### src/rtl/dmem_access_ctrl_pkg.sv
// dmem_access_ctrl_pkg: size codes, FSM states and per-code byte-count helpers.
package dmem_access_ctrl_pkg;
    localparam logic [2:0] DM_WORD   = 3'b000;
    localparam logic [2:0] DM_HALF_U = 3'b001;
    localparam logic [2:0] DM_HALF_S = 3'b010;
    localparam logic [2:0] DM_BYTE_U = 3'b011;
    localparam logic [2:0] DM_BYTE_S = 3'b100;
    typedef enum logic [1:0] {S_IDLE, S_RD, S_WR, S_DONE} state_t;
    function automatic logic [1:0] last_of(input logic [2:0] c);
        return (c == DM_WORD) ? 2'd3 : (c == DM_HALF_U || c == DM_HALF_S) ? 2'd1 : 2'd0;
    endfunction
    function automatic logic is_legal(input logic [2:0] c);
        return c <= DM_BYTE_S;
    endfunction
endpackage

### src/rtl/dmem_access_ctrl_load_ext.sv
// dmem_access_ctrl_load_ext: sign/zero extension of an assembled load by size code.
module dmem_access_ctrl_load_ext
    import dmem_access_ctrl_pkg::*;
(
    input  logic [2:0]  i_num,
    input  logic [31:0] i_raw,
    output logic [31:0] o_ext
);
    assign o_ext = (i_num == DM_WORD)   ? i_raw :
                   (i_num == DM_HALF_S) ? {{16{i_raw[15]}}, i_raw[15:0]} :
                   (i_num == DM_HALF_U) ? {16'b0, i_raw[15:0]} :
                   (i_num == DM_BYTE_S) ? {{24{i_raw[7]}}, i_raw[7:0]} :
                                          {24'b0, i_raw[7:0]};
endmodule

### src/rtl/dmem_access_ctrl.sv
// dmem_access_ctrl: sequences 32-bit CPU loads/stores onto a byte-wide RAM, one byte per cycle.
module dmem_access_ctrl
    import dmem_access_ctrl_pkg::*;
#(
    parameter int ADDR_W = 11
) (
    input  logic              clk,
    input  logic              rst,
    input  logic              req,
    input  logic              we,
    input  logic [2:0]        num,
    input  logic [ADDR_W-1:0] addr,
    input  logic [31:0]       wdata,
    output logic              busy,
    output logic              done,
    output logic              err,
    output logic [31:0]       rdata,
    output logic [ADDR_W-1:0] mem_addr,
    output logic [7:0]        mem_wdata,
    output logic              mem_we,
    input  logic [7:0]        mem_rdata
);
    state_t            r_state, w_next;
    logic [2:0]        r_num;
    logic [ADDR_W-1:0] r_base, r_hold_addr;
    logic [31:0]       r_wdata, r_asm, r_rdata;
    logic [1:0]        r_cnt, r_last;
    logic              r_err;
    logic [7:0]        r_hold_wdata;
    logic [ADDR_W-1:0] w_addr;
    logic [7:0]        w_byte;
    logic [31:0]       w_asm, w_ext;
    logic              w_at_last;

    assign w_addr    = r_base + ADDR_W'(r_cnt);
    assign w_byte    = r_wdata[{r_cnt, 3'b000} +: 8];
    assign w_at_last = (r_cnt == r_last);

    always_comb begin
        w_asm = r_asm;
        w_asm[{r_cnt, 3'b000} +: 8] = mem_rdata;
    end

    dmem_access_ctrl_load_ext u_ext (
        .i_num (r_num),
        .i_raw (w_asm),
        .o_ext (w_ext)
    );

    always_comb begin
        w_next = r_state;
        case (r_state)
            S_IDLE:  w_next = !req ? S_IDLE : !is_legal(num) ? S_DONE : we ? S_WR : S_RD;
            S_RD:    w_next = w_at_last ? S_DONE : S_RD;
            S_WR:    w_next = w_at_last ? S_DONE : S_WR;
            default: w_next = S_IDLE;
        endcase
    end

    always_ff @(posedge clk) begin
        if (rst) begin
            r_state      <= S_IDLE;
            r_num        <= '0;
            r_base       <= '0;
            r_wdata      <= '0;
            r_cnt        <= '0;
            r_last       <= '0;
            r_err        <= 1'b0;
            r_asm        <= '0;
            r_rdata      <= '0;
            r_hold_addr  <= '0;
            r_hold_wdata <= '0;
        end else begin
            r_state <= w_next;
            if (r_state == S_IDLE && req) begin
                r_num   <= num;
                r_base  <= addr;
                r_wdata <= wdata;
                r_cnt   <= '0;
                r_last  <= last_of(num);
                r_err   <= !is_legal(num);
                r_asm   <= '0;
            end
            if (r_state == S_RD || r_state == S_WR) begin
                r_hold_addr <= w_addr;
                if (!w_at_last)
                    r_cnt <= r_cnt + 2'd1;
            end
            if (r_state == S_RD) begin
                r_asm <= w_asm;
                if (w_at_last)
                    r_rdata <= w_ext;
            end
            if (r_state == S_WR)
                r_hold_wdata <= w_byte;
        end
    end

    // RAM address/data follow the live byte pointer while active, otherwise hold the last value
    assign mem_addr  = (r_state == S_RD || r_state == S_WR) ? w_addr : r_hold_addr;
    assign mem_wdata = (r_state == S_WR) ? w_byte : r_hold_wdata;
    assign mem_we    = (r_state == S_WR);
    assign busy      = (r_state != S_IDLE);
    assign done      = (r_state == S_DONE);
    assign err       = (r_state == S_DONE) && r_err;
    assign rdata     = r_rdata;
endmodule

### config.mk
export PLATFORM = sky130hd
export DESIGN_NAME = dmem_access_ctrl
export DESIGN_NICKNAME = d
export VERILOG_FILES = /design/src/rtl/dmem_access_ctrl_pkg.sv /design/src/rtl/dmem_access_ctrl_load_ext.sv /design/src/rtl/dmem_access_ctrl.sv
export SDC_FILE = /design/constraint.sdc
export NUM_CORES = 1
export LEC_CHECK = 0
export ABC_CLOCK_PERIOD_IN_PS = 3300
export BUFFER_PORTS_ARGS = -buffer_cell sky130_fd_sc_hd__buf_2
export CAP_MARGIN = 0
export CORE_ASPECT_RATIO = 1.4
export CORE_MARGIN = 5
export CORE_UTILIZATION = 41
export DETAILED_ROUTE_END_ITERATION = 8
export GPL_ROUTABILITY_DRIVEN = 0
export PLACE_DENSITY = 0.7
export SLEW_MARGIN = 10
export SYNTH_ARGS = -nofsm -noshare
export SYNTH_HDL_FRONTEND = slang
export SYNTH_HIERARCHICAL = 1
export SYNTH_SLANG_ARGS = --single-unit
### constraint.sdc
create_clock -name clk -period 3.3 [get_ports clk]
set_clock_uncertainty 0.2 [all_clocks]
set_input_delay 0.33 -clock clk [delete_from_list [all_inputs] [get_ports clk]]
set_output_delay 0.33 -clock clk [all_outputs]
set_load 0.05 [all_outputs]
==> results.md <==
* Cell Area, Placed at 0.00740 mm²
* Number of synthesized flops with an enable pin at 0
* Cell Chain, Critical Path: ha_1, inv_1, fa_2, or4_1, a31oi_1, clkbuf_4
* Clock root buffer: clkbuf_16
* Initial antenna violation count at 1
* Core area at 0.0167 mm²
* Die ar. at 0.0196 mm²
* Register area share after synthesis at 39.3%
* Syn Area/Cell at 8.70 µm²
* Final wirelength at approximately 17000 µm
* Die width at 120 µm
* CTS buffer count at 17
* Met3 wire len at 760 µm
* Prevailing post-synth register cell: dfxtp_1
* Netlist cell types at 60
* Vias in the first global route at 5786
* Post-Syn Instances at 796
* Final std cells w/o fill at 1121
* Inst Count DP at 1043
* Gr usage total at approximately 18%
* Cell area after synthesis at 0.00693 mm²
* Clock Tree Buf Depth at 2
* H-tree Lvls at 4
* P_int at 3.64 mW
* Share of the synthesized area in the top cell type at 39.3%
* CTS clk-pin slew, worst paths at ~60 ps
* Worst endpoint required time at 2770 ps
* HP Class: in2reg
* Slew Limit Fails at 0
* Reg2Reg Depth at 9
* Syn-to-layout area delta at 21.5%
* Layout cells sized above 1 at 20.5%
* Post-synth top area cell: dfxtp_1
* Total number of vias at about 5800
* CP bufs+invs at 2
* Final Cycle Share at 93.6%
* Leak at 3.29 nW
* Status: complete, no violations
* CP Launch Point: r_cnt[0]
* Clock period minus worst slack at 3090 ps
* Remaining DRCs at 0
* CTS tree: done
* Largest net degree at the start of global routing at 63
* Power, Total at 6.01 mW
* Worst skew pair latency at 420 ps
* Flop2flop setup slack at 560 ps
* MaxCap Viol Count at 0
* CP delay by family, top: adder cells
* Top-Level Pins at 113
* Chip Height at between 150 and 200 µm
* Switching share of total power at between 30% and 40%
* Element type at the critical path start: register
* Clock power frac at 29.3%
* Initial DRT Pass Iterations at 4
* Crit-path max FO at 11
* Uppermost layer routed: met5
* Post-route cell area at 0.00842 mm²
* RSZ-0062 raised after global routing: false
* Setup TNS at 0 ps
* Crit path capture type: output pin
* Initial DRC Count at 319
* Min Hold Slack at 49.4 ps
* P_sw at 2.37 mW
* Core Rows at 56
* Seq cells post-synth at 136
* HP Start: mem_rdata[6]
* Worst Tran Pin Value at 919 ps
* Post-DP HPWL at around 11000 µm
* Slowest CP cell: or4_1
* Worst r2r src: r_cnt[0]
* Number of diodes at 0
* Worst rel slew slack at about two fifths
* Met1 wire length at 6930 µm
* Post-synth ARST share at 0%
* Fill cells at 1609
* Flop pwr share at about 33%
* Syn Nets at 866
* GRT Residual Overflow at 0
* Clock sinks at 136
* Most common cell after layout, fill and taps aside: dfxtp_1
* Peak supply drop at about 460 µV
* Wire length per cell at 15.1 µm
* Crit-path max cell delay at about 540 ps
* Nets at 975
* Final setup viols at 0
* Synth area leaders: dfxtp_1 39%, mux2i_1 7.5%, nand2_1 6.1%
* First-pass GRT wire length at 28400 µm
* Synthesis Warnings at 6
* Metal2 WL at 8710 µm
* Crit path DAT at 2560 ps
* Vias per cell at 5.20
* Most frequent cells in the layout: 135 x dfxtp_1, 112 x nand2_1, 109 x buf_2
* Crit path to: mem_addr[10]
* Port buffer count at 112
* Max Fclk at 324 MHz
* Crit. path cell count at 6
* Initial core utilization at between 40% and 50%
* Hold Fails Final Rpt at 0
* CP Class: reg2out
* PD cells at 714 mW/mm²
* Worst R2R End: rdata[10]
* Number of routed nets with antenna violations at 0
* Combinational share of power at 38.0%
## worst min path at each step
stage	end	slack (ps)	cells past startpoint
final	r_asm[30]	50	3
after detailed placement	r_wdata[9]	240	2
after floorplan	r_wdata[10]	230	2
after global placement	r_wdata[31]	240	2
after CTS	r_asm[22]	30	3
after global routing	r_asm[30]	60	3
## final cells by class
cell class              count  area (µm²)  area share [%]
multi-input cells         550        3660            43.5
clock inverters             8        72.6           0.862
inverters                  30         113            1.34
well taps                 203         254            3.02
repair buffers            170        1120            13.3
flip-flops and latches    136        2720            32.4
clock buffers              24         472            5.60
## cell usage after synthesis (5+ instances only)
master,number
dfxtp_1,136
nand2_1,113
a21oi_1,81
nand2b_1,65
mux2i_1,52
nand3_1,52
clkbuf_1,33
a22o_1,30
inv_1,30
buf_2,22
o21ai_0,21
nor2b_1,13
buf_4,11
ha_1,11
mux2_2,11
nor2_1,11
o21ai_2,10
buf_6,6
mux4_1,6
or4_1,6
a31oi_1,5
buf_1,5
## worst reg2reg max path, stage by stage (launching register included)
cell,delay [ps]
dfxtp_2,370
inv_1,130
ha_1,440
and4bb_2,410
nand2_1,70
o21ai_0,180
nand4bb_4,420
o21ai_0,240
nand2b_1,90
mux2i_1,120
## routing by layer
| metal | track usage, % | vias to the layer above |
|---|---|---|
| met5 | 0 | - |
| met2 | 32.4 | 151 |
| met3 | 3.93 | 34 |
| li1 | - | 2950 |
| met4 | 9.02 | 2 |
| met1 | 19.4 | 2690 |
## timing repair
item                                    4_1_cts  5_1_grt
endpoints found under the setup margin        2        3
buffers inserted                              0        0
hold endpoints to repair                     46        0
hold buffers                                 46        0
gates resized for setup                       1        4
## stage by stage
stage               util [%]  setup slack (ps)
global placement        44.4               427
detailed placement      44.4               384
finish                  50.5               212
CTS                     50.4              53.3
global route            50.5              71.1
floorplan                  -               163
## power groups by stage
stage | clock [mW] | combinational [mW] | sequential (mW)
2_1_floorplan | 0 | 1.84 | 2.03
3_3_place_gp | 0 | 2.22 | 1.99
3_5_place_dp | 0 | 2.24 | 2.00
4_1_cts | 1.81 | 2.29 | 1.97
5_1_grt | 1.88 | 2.48 | 2.00
6_report | 1.76 | 2.28 | 1.97
## logic make-up after synthesis
logic type,count (synthesis),synth area share (%)
flip-flops,136,39.3
buffers and inverters,110,8.02
multiplexers,71,12.2
adder cells (fa/ha/maj),12,2.28
AO/OA/AOI/OAI,170,15.5
AND/OR/NAND/NOR,293,22.2
XOR/XNOR,4,0.506
## state kept, by name, summed over array words and instances (netlist names)
register,flops
r_last,2
r_wdata,32
r_num,3
r_err,1
r_hold_addr,11
r_state,2
r_hold_wdata,8
r_cnt,2
r_base,11
rdata,32
r_asm,32
No activity file was read; power rests on OpenSTA's default activity.
